File: config.mk
export PLATFORM = sky130hd
export DESIGN_NAME = sap_control_sequencer
export DESIGN_NICKNAME = d
export VERILOG_FILES = /design/src/rtl/sap_control_sequencer.sv
export SDC_FILE = /design/constraint.sdc
export NUM_CORES = 1
export LEC_CHECK = 0
export ABC_AREA = 1
export CORE_AREA = 2 2 39 41
export CTS_CLUSTER_DIAMETER = 60
export DETAILED_ROUTE_END_ITERATION = 7
export DIE_AREA = 0 0 41 43
export PLACE_DENSITY_LB_ADDON = 0.25
export SLEW_MARGIN = 20
export SYNTH_ARGS = -nofsm -noshare
export SYNTH_HDL_FRONTEND = slang
export SYNTH_SLANG_ARGS = --single-unit
export TNS_END_PERCENT = 30
File: constraint.sdc
create_clock -name clk -period 1.54 [get_ports clk]
set_clock_uncertainty 0.15 [all_clocks]
set_input_delay 0.308 -clock clk [delete_from_list [all_inputs] [get_ports clk]]
set_output_delay 0.308 -clock clk [all_outputs]
set_load 0.05 [all_outputs]
File: src/rtl/sap_control_sequencer.sv
// sap_control_sequencer: micro-step counter and control-word decode for the 8-bit SAP CPU.
// Registered state is the micro-step (T0..T4) and a sticky halted flag; every strobe is
// a combinational decode of step, opcode, halted and (optionally) the ALU flags.
// Optional feature macro: COND_JUMP_EN adds JC (0x7, gated by flag_c) and JZ (0x8, gated
// by flag_z). Without it those opcodes decode as NOP and the flag inputs are ignored.
module sap_control_sequencer #(
    parameter int OPCODE_W = 4,
    parameter int STEP_W   = 3
) (
    input  logic                clk,
    input  logic                rst,
    input  logic [OPCODE_W-1:0] opcode,
    input  logic                flag_c,
    input  logic                flag_z,
    output logic                pc_out,
    output logic                pc_inc,
    output logic                pc_load,
    output logic                mar_load,
    output logic                mem_out,
    output logic                ir_load,
    output logic                ir_out,
    output logic                a_load,
    output logic                a_out,
    output logic                b_load,
    output logic                alu_out,
    output logic                alu_sub,
    output logic                out_load,
    output logic [STEP_W-1:0]   step,
    output logic                halted
);

    typedef enum logic [2:0] {
        T0 = 3'd0,
        T1 = 3'd1,
        T2 = 3'd2,
        T3 = 3'd3,
        T4 = 3'd4
    } step_t;

    localparam logic [3:0] OP_LDA = 4'h1;
    localparam logic [3:0] OP_ADD = 4'h2;
    localparam logic [3:0] OP_SUB = 4'h3;
    localparam logic [3:0] OP_LDI = 4'h5;
    localparam logic [3:0] OP_JMP = 4'h6;
    localparam logic [3:0] OP_JC  = 4'h7;
    localparam logic [3:0] OP_JZ  = 4'h8;
    localparam logic [3:0] OP_OUT = 4'hE;
    localparam logic [3:0] OP_HLT = 4'hF;

    step_t state_q;
    step_t state_d;
    logic  halted_q;
    logic  halted_d;

`ifdef COND_JUMP_EN
    logic  jump_taken;
    assign jump_taken = ((opcode == OP_JC) && flag_c) || ((opcode == OP_JZ) && flag_z);
`else
    logic  unused_flags;
    assign unused_flags = flag_c ^ flag_z;
`endif

    assign step   = STEP_W'(state_q);
    assign halted = halted_q;

    // State register: micro-step and sticky halt, both cleared asynchronously by rst.
    always_ff @(posedge clk or posedge rst) begin
        if (rst) begin
            state_q  <= T0;
            halted_q <= 1'b0;
        end else begin
            state_q  <= state_d;
            halted_q <= halted_d;
        end
    end

    // Next-step selection and control-word decode; strobes forced low in reset and halt.
    always_comb begin
        state_d  = state_q;
        halted_d = halted_q;
        pc_out   = 1'b0;
        pc_inc   = 1'b0;
        pc_load  = 1'b0;
        mar_load = 1'b0;
        mem_out  = 1'b0;
        ir_load  = 1'b0;
        ir_out   = 1'b0;
        a_load   = 1'b0;
        a_out    = 1'b0;
        b_load   = 1'b0;
        alu_out  = 1'b0;
        alu_sub  = 1'b0;
        out_load = 1'b0;

        if (!halted_q) begin
            unique case (state_q)
                T0: begin
                    pc_out   = 1'b1;
                    mar_load = 1'b1;
                    state_d  = T1;
                end
                T1: begin
                    mem_out = 1'b1;
                    ir_load = 1'b1;
                    pc_inc  = 1'b1;
                    state_d = T2;
                end
                T2: begin
                    // Most instructions finish here; multi-step ones override.
                    state_d = T0;
                    case (opcode)
                        OP_LDA, OP_ADD, OP_SUB: begin
                            ir_out   = 1'b1;
                            mar_load = 1'b1;
                            state_d  = T3;
                        end
                        OP_LDI: begin
                            ir_out = 1'b1;
                            a_load = 1'b1;
                        end
                        OP_JMP: begin
                            ir_out  = 1'b1;
                            pc_load = 1'b1;
                        end
                        OP_OUT: begin
                            a_out    = 1'b1;
                            out_load = 1'b1;
                        end
                        OP_HLT: begin
                            // Freeze at T2 rather than wrapping, so step reads 2 while halted.
                            state_d  = T2;
                            halted_d = 1'b1;
                        end
`ifdef COND_JUMP_EN
                        OP_JC, OP_JZ: begin
                            ir_out  = jump_taken;
                            pc_load = jump_taken;
                        end
`endif
                        default: ;
                    endcase
                end
                T3: begin
                    state_d = T0;
                    if (opcode == OP_LDA) begin
                        mem_out = 1'b1;
                        a_load  = 1'b1;
                    end else if ((opcode == OP_ADD) || (opcode == OP_SUB)) begin
                        mem_out = 1'b1;
                        b_load  = 1'b1;
                        state_d = T4;
                    end
                end
                T4: begin
                    state_d = T0;
                    if ((opcode == OP_ADD) || (opcode == OP_SUB)) begin
                        alu_out = 1'b1;
                        a_load  = 1'b1;
                        alu_sub = (opcode == OP_SUB);
                    end
                end
                default: state_d = T0;
            endcase
        end

        if (rst) begin
            pc_out   = 1'b0;
            pc_inc   = 1'b0;
            pc_load  = 1'b0;
            mar_load = 1'b0;
            mem_out  = 1'b0;
            ir_load  = 1'b0;
            ir_out   = 1'b0;
            a_load   = 1'b0;
            a_out    = 1'b0;
            b_load   = 1'b0;
            alu_out  = 1'b0;
            alu_sub  = 1'b0;
            out_load = 1'b0;
        end
    end

endmodule

# ---- Word level (Yosys, flattened, before mapping)
# Index checks and enable logic that the tools add are counted.
dict set report word_totals {
  register_bits 4
  inputBits 8
  output_inout_bits 17
}
dict set report classes {
  eq_ne 11
  muxes 50
  reduce_logical 4
}
# op n
set ops {}
lappend ops {{1-bit 2-to-1 mux} 43}
lappend ops {{3-bit one-hot mux with 4 select lines} 1}
lappend ops {{4-bit by 2-bit equality test with 1-bit output, second input constant} 2}
lappend ops {{4-bit by 3-bit equality test with 1-bit output, second input constant} 2}
lappend ops {{4-bit equality test, second input constant} 2}
lappend ops {{3-bit by 2-bit equality test with 1-bit output, second input constant} 2}
lappend ops {{3-bit 2-to-1 mux} 2}
lappend ops {{5-bit OR reduction} 1}
lappend ops {{4-bit by 1-bit equality test with 1-bit output, second input constant} 1}
lappend ops {{1-bit one-hot mux with 2 select lines} 2}
lappend ops {{2-bit one-hot mux with 2 select lines} 1}
lappend ops {{3-bit by 1-bit equality test with 1-bit output, second input constant} 1}
lappend ops {{3-bit equality test, second input constant} 1}
lappend ops {{3-bit zero test} 1}
lappend ops {{1-bit one-hot mux with 3 select lines} 1}
lappend ops {{3-bit OR reduction} 1}
lappend ops {{1-bit logical OR} 1}

# ---- Longest topological paths before layout
# Gate-level depths: netlist of run 1.
dict set report depth {
  ltp_word 7
  mapped_depth 7
  depth_no_buf 7
}

# ---- Worst setup path after synthesis of run 1
# OpenSTA, ideal clock, no wires.
dict set report synth_timing {
  kind {register -> output}
  from {register halted_q (netlist: halted)}
  to {output port out_load}
  arrival_time_ps 2433
  setup_slack_ps -1351
  path_stages_with_launch 5
  path_buffers 1
  path_cell_list {dfrtp_1 -> nor2_4 -> nand3_1 -> nor3_1 -> buf_4}
}
dict set report synth_between {
  elab_chain_len 2
}
# element line_no
set synth_rtl {}
lappend synth_rtl {{from (decl)} 52} ;# logic halted_q;
lappend synth_rtl {{from (signal assigned)} 73} ;# halted_q <= halted_d;
lappend synth_rtl {{1-bit 2-to-1 mux (2 in series)} n/a}
lappend synth_rtl {{to (decl)} 27} ;# output logic out_load,
# No other way between the ends.

# ---- Worst setup path after layout of run 1
dict set report layout_timing {
  from {register state_q[2] (netlist: step[2])}
  to {output port out_load}
}
dict set report layout_between {
  elab_chain_len 4
}
# element line_no
set layout_rtl {}
lappend layout_rtl {{from (decl)} 50} ;# step_t state_q;
lappend layout_rtl {{from (signal assigned)} 72} ;# state_q <= state_d;
lappend layout_rtl {{3-bit by 2-bit equality test with 1-bit output} 96} ;# unique case (state_q)
lappend layout_rtl {{1-bit 2-to-1 mux} 96}
lappend layout_rtl {{1-bit 2-to-1 mux} 95} ;# if (!halted_q) begin
lappend layout_rtl {{1-bit 2-to-1 mux} 166} ;# if (rst) begin
# No other way between the ends.

==> qor.yml, run 1 <==
timing:
  relSlewSlack_pct: 83.0
  max_freq_mhz: 536
  slew_violations: 0
  setup_viol: 14
  layout_min_cycle_time_ns: 1.86
  timing_hold_violations_final: 0
  setup_ws_ns: -0.324
  rsz0062_at_grt: "true"
  period_share_pct: 121
  setup-tns-final_ns: -3.46
  whs_ns: 0.0534
  tightest_slew_ns: 0.252
cells_and_area:
  fin_util_pct: 79.4
  final_cells: 129
  antenna_cells: 0
  fin_nets: 123
  layout_common_cells: "21 x buf_4, 18 x nand2_1, 17 x buf_12, 8 x inv_2"
  drive_gt1_share_pct: 67.3
  fin_area_um2: 1100
  final_common_cell: "buf_4"
  area_growth_pct: 171
run_status:
  violations: "setup timing"
  outcome: "complete, but fails checks"
logic_synthesis:
  syn_inst: 69
  synth_seq_area_share_pct: 24.7
  syn_area_per_cell_um2: 5.88
  synthSimpleGateAreaFrac_pct: 57.7
  synth_compound_area_share_pct: 3.70
  synth.distinct_cells: 16
  synth-xor-area-share_pct: 0
  ys_warn_count: 0
  yosys.area_share.adder_pct: 0
  synthesis.area_um2: 405
  synth_top_family_by_area: "simple AND/OR/NAND/NOR gates"
  syn_nets: 77
  ys_ff_latch: 4
  muxShareOfSynthArea_pct: 0
power_and_ir_drop:
  intPower_mw: 0.219
  power.density_nw_per_um2: 272
  pwr-share-clk_pct: 45.0
  p_total_mw: 0.299
  switching_share_pct: 26.7
  p_leak_nw: 0.523
  seqPwrFrac_pct: 35.3
  p_switching_mw: 0.0798
  vdd_drop_max_mv: 0.390
  power_frac_comb_pct: 19.7
detailed_routing:
  drtAntennaViolNets: 0
  dr.pass1.iters: 2
  drc_errors: 0
  wl_per_cell_um: 11.8
  vias: 597
  viasPerCell: 4.63
  totalWireLength_um: 1530
  drt_iter0_drc: 5
floorplan:
  core.rowCount: 14
  core_um2: 1380
  io_pins: 25
  die_height_um: 43
  start_util_pct: 29.3
  die-area_um2: 1760
  die_w_um: 41
clock_network:
  worstSkewPairLatency_ns: 0.24
  cts_root_buf: "clkbuf_4"
  cts.htree.levels: 1
  cts_tree: "done"
  cts_made_buffers: 3
  ctsHoldBuffers: 0
  cts_num_sinks: 4
  clk_path_buf_depth: 2
  clk_pin_slew_ns: 0.04
place:
  gp_congestion: 0.838
  dp.cells: 122
  dp_hpwl_um: 1140
  pre_cts_ws_ns: -0.544
  placed_area_um2: 1000
  port_buffers: 22
setup_path:
  critPathLaunchType: "flop"
  crit_fanout: 7
  crit_path_start: "step[2]"
  path_buf_inv: 1
  r2r_cells: 8
  cp_top_family: "flip-flops"
  crit_chain: "nor2_4, nand3_4, nor3_4, buf_12"
  cp-end-kind: "output port"
  reg2reg_from: "step[0]"
  worstPathRequired_ns: 1.08
  cp_slowest_cell: "dfrtp_4"
  critPathArrivalTime_ns: 1.41
  crit_cells: 4
  worstSetupPathType: "flop to output port"
  cpPeakStageDelay_ns: 0.52
  reg2reg_to: "step[1]"
  r2r_slack_ns: 0.25
worst_hold_path:
  hold_class: "primary input to async pin"
grt:
  gr-total-overflow: 0
  grt_pass1_vias: 617
  track_usage_pct: 21.8
  grt_max_degree: 8
  grt_pass1_wl_um: 2530
  antenna_found_initial: 0
job:
  cap_viol_max_count: 0
-- how the worst max path moves through the flow --
| stage | endpoint | slack (ns) |
|---|---|---|
| 2_1_floorplan | out_load | -0.49 |
| 3_3_place_gp | out_load | -0.50 |
| 3_5_place_dp | out_load | -0.54 |
| 4_1_cts | out_load | -0.34 |
| 5_1_grt | a_out | -0.40 |
| 6_report | out_load | -0.32 |
-- state kept, by name, indices dropped and copies added (netlist names) --
register and flops:
halted 1, step 3
-- logic make-up after synthesis --
family / after synthesis
and+or+nand+nor: 49
buffers and inverters: 13
DFF: 4
AOI/OAI and AO/OA: 3
-- routing by layer --
metal / vias up / global-route usage, % / wire length [um]
met5: - / 0 / 0
met2: 19 / 35.3 / 837
met4: 0 / 16.0 / 36
li1: 300 / - / -
met1: 274 / 23.1 / 577
met3: 4 / 4.19 / 74
-- power groups by stage --
stage          registers, mW  logic, mW  clock network (mW)
6_report               0.106     0.0588               0.135
3_3_place_gp           0.107     0.0546                   0
3_5_place_dp           0.107     0.0561                   0
5_1_grt                0.105     0.0656               0.156
2_1_floorplan          0.107     0.0204                   0
4_1_cts                0.106     0.0589               0.140
-- worst register-to-register path: cells and delay by family (launching register included) --
kind / cells / cell delay, ns
buffers and inverters: 2 / 0.23
flip-flops: 1 / 0.44
AND/OR/NAND/NOR: 6 / 0.41
-- timing repair --
item / in CTS / in global routing
endpoints found under the setup margin: 13 / 15
setup buffers: 3 / 1
gates cloned: 0 / 0
pin swaps: 8 / 2
gates resized for setup: 20 / 3
-- synth_stat cells --
cell type	n	area share, %
nor2_1	12	11
nor4_2	1	3.1
inv_1	7	6.5
o21ai_1	1	1.2
nor3_2	1	2.5
nor2_4	1	2.8
inv_2	4	3.7
nand2_1	20	19
nand3_2	1	2.5
o21ai_0	2	2.5
nor2_2	3	4.6
nand3_1	4	4.9
buf_4	2	3.7
nor3_1	5	6.2
dfrtp_1	4	25
nand2_2	1	1.5
-- cell type report --
cell class	instances	area [um2]
clock buffers	3	22.5
fillers	92	285
inverters	11	41.3
multi-input cells	52	364
flip-flops and latches	4	108
well taps	16	20.0
repair buffers	43	543
No activity file was read; power rests on OpenSTA's default activity.
==> run 2, diff against run 1 <==
- CAP_MARGIN: unset -> 15
- CORE_AREA: 2 2 39 41 -> 10 10 47 49
- DIE_AREA: 0 0 41 43 -> 0 0 57 59
==> run 2 against run 1 <==
Effect of this change:
- the flow still finishes with violations (setup timing)
- clock-buffer cell count is the same
- cell count fell by 0.78%
- worst hold slack got worse by 0.0052 ns
- wire length is 17% higher
- non-clock buffer count decreased by 1
- maximum frequency down 1.1%
- critical path depth unchanged
- critical endpoint is now alu_sub
==> qor.yml, run 2 (synthesized netlist as in run 1, its figures left out) <==
place:
  dp_hpwl_um: 1440  # was 1140 um
  port_buffers: 22  # unchanged
  gp_congestion: 0.823  # was 0.838
setup_path:
  critPathLaunchType: "flop"  # unchanged
  cp-endpoint: "alu_sub"  # was out_load
  crit_fanout: 4  # was 7
  cp-end-kind: "output port"  # unchanged
  worstSetupPathType: "flop to output port"  # unchanged
  cpPeakStageDelay_ns: 0.43  # was 0.52 ns
  r2r_cells: 7  # was 8
  crit_path_start: "halted"  # was step[2]
  r2r_slack_ns: 0.22  # was 0.25 ns
  reg2reg_to: "step[1]"  # unchanged
  reg2reg_from: "step[1]"  # was step[0]
  critPathArrivalTime_ns: 1.43  # was 1.41 ns
  crit_chain: "nor2_4, inv_1, nor3_4, buf_12"  # was nor2_4, nand3_4, nor3_4, buf_12
  cp_slowest_cell: "dfrtp_2"  # was dfrtp_4
  worstPathRequired_ns: 1.08  # about the same
timing:
  layout_min_cycle_time_ns: 1.89  # was 1.86 ns
  tightest_slew_ns: 0.289  # was 0.252 ns
  period_share_pct: 122  # was 121%
  setup_viol: 13  # was 14
  timing_hold_violations_final: 0  # unchanged
  relSlewSlack_pct: 80.7  # was 83.0%
  rsz0062_at_grt: "true"  # unchanged
  setup_ws_ns: -0.345  # was -0.324 ns
  setup-tns-final_ns: -3.67  # was -3.46 ns
  slew_violations: 0  # unchanged
  max_freq_mhz: 530  # was 536 MHz
  whs_ns: 0.0481  # was 0.0534 ns
grt:
  use_met3_pct: 5.79  # was 4.19%
  grt_pass1_vias: 714  # was 617
  grtUsageMet1_pct: 10.2  # was 23.1%
  track_usage_pct: 11.7  # was 21.8%
  busiest_layer: "met2"  # unchanged
  gr-total-overflow: 0  # unchanged
  grt_max_degree: 8  # unchanged
  grtUsageMet2_pct: 20.2  # was 35.3%
  antenna_found_initial: 0  # unchanged
  grt_pass1_wl_um: 3130  # was 2530 um
clock_network:
  worstSkewPairLatency_ns: 0.23  # was 0.24 ns
  cts_tree: "done"  # unchanged
  clk_path_buf_depth: 2  # unchanged
  cts.htree.levels: 1  # unchanged
  clk_pin_slew_ns: 0.04  # about the same
  cts_num_sinks: 4  # unchanged
  ctsHoldBuffers: 0  # unchanged
  cts_made_buffers: 3  # unchanged
  cts_root_buf: "clkbuf_4"  # unchanged
power_and_ir_drop:
  p_leak_nw: 0.526  # was 0.523 nW
  pwr-share-clk_pct: 42.7  # was 45.0%
  power.density_nw_per_um2: 264  # was 272 nW/um2
  vdd_drop_max_mv: 0.614  # was 0.390 mV
  power_frac_comb_pct: 21.4  # was 19.7%
  intPower_mw: 0.218  # was 0.219 mW
  p_total_mw: 0.295  # was 0.299 mW
  seqPwrFrac_pct: 35.8  # was 35.3%
  p_switching_mw: 0.0766  # was 0.0798 mW
  switching_share_pct: 26.0  # was 26.7%
cells_and_area:
  fin_nets: 122  # was 123
  fin_util_pct: 79.6  # was 79.4%
  antenna_cells: 0  # unchanged
  drive_gt1_share_pct: 66.1  # was 67.3%
  layout_common_cells: "18 x buf_12, 18 x buf_4, 17 x nand2_1, 7 x inv_2"  # was 21 x buf_4, 18 x nand2_1, 17 x buf_12, 8 x inv_2
  area_growth_pct: 175  # was 171%
  largest_reg_flops: 3  # unchanged
floorplan:
  die_w_um: 57  # was 41 um
  core_um2: 1400  # was 1380 um2
  io_pins: 25  # unchanged
  core.rowCount: 14  # unchanged
  start_util_pct: 28.9  # was 29.3%
  die_height_um: 59  # was 43 um
  die-area_um2: 3360  # was 1760 um2
run_status:
  violations: "setup timing"  # unchanged
  outcome: "complete, but fails checks"  # unchanged
job:
  cap_viol_max_count: 0  # unchanged
detailed_routing:
  viasPerCell: 4.71  # was 4.63
  totalWireLength_um: 1780  # was 1530 um
  drtAntennaViolNets: 0  # unchanged
  drt_iter0_drc: 11  # was 5
  dr.pass1.iters: 4  # was 2
  drc_errors: 0  # unchanged
  wl_per_cell_um: 13.9  # was 11.8 um
  vias: 603  # was 597
worst_hold_path:
  hold_class: "primary input to async pin"  # unchanged
[run 2: changes by cell type in the layout (fill, tap and decap cells not counted), sizes merged]
| cell | before | now |
|---|---|---|
| buf | 38 | 37 |
| clkdlybuf4s15 | 1 | 0 |
| dlygate4sd2 | 4 | 5 |
[run 2: area by class of cell]
cell class                      count  area [um2]
Clock buffer                        3        22.5
Fill cell                          97         285
Inverter                           11        41.3
Multi-Input combinational cell     52         374
Sequential cell                     4         108
Tap cell                           16        20.0
Timing Repair Buffer               42         551
[run 2: repair_timing]
| item | CTS | global route |
|---|---|---|
| buffers inserted | 3 | 0 |
| gates resized for setup | 23 | 1 |
| pin swaps | 10 | 1 |
| setup endpoints to repair | 13 | 14 |
[run 2: stage by stage]
step	setup slack, ns	area (um2)	instances
after floorplan	-0.489	480	69
after global placement	-0.501	1010	122
after detailed placement	-0.564	1010	122
after CTS	-0.336	1110	128
after global routing	-0.429	1120	128
final	-0.345	1120	128
[run 2: worst min path at each step]
| stage | start | endpoint | slack [ns] | cells after the start |
|---|---|---|---|---|
| floorplan | rst | step[2] | -0.08 | 1 |
| global placement | halted | step[0] | 0.48 | 3 |
| detailed placement | rst | step[2] | 0.52 | 2 |
| CTS | rst | step[2] | 0.04 | 2 |
| global route | rst | step[0] | 0.06 | 2 |
| finish | rst | step[2] | 0.05 | 2 |
[run 2: critical path: cells and delay by family (launching register included)]
kind | cells | cell delay (ns)
buffers and inverters | 2 | 0.33
AND/OR/NAND/NOR | 2 | 0.43
flip-flops | 1 | 0.43
[run 2: power by group through the flow]
stage	Sequential (mW)	Combinational [mW]	Clock, mW
after global placement	0.107	0.0529	0
after global routing	0.105	0.0674	0.143
after detailed placement	0.107	0.0551	0
final	0.106	0.0632	0.126
after CTS	0.106	0.0612	0.132
after floorplan	0.107	0.0204	0
[run 2: layer usage]
layer / vias up / routed length (um) / share of wire, %
li1: 302 / - / -
met3: 8 / 172 / 9.7
met4: 0 / 76 / 4.3
met2: 22 / 909 / 51
met1: 271 / 619 / 35
met5: - / 0 / 0
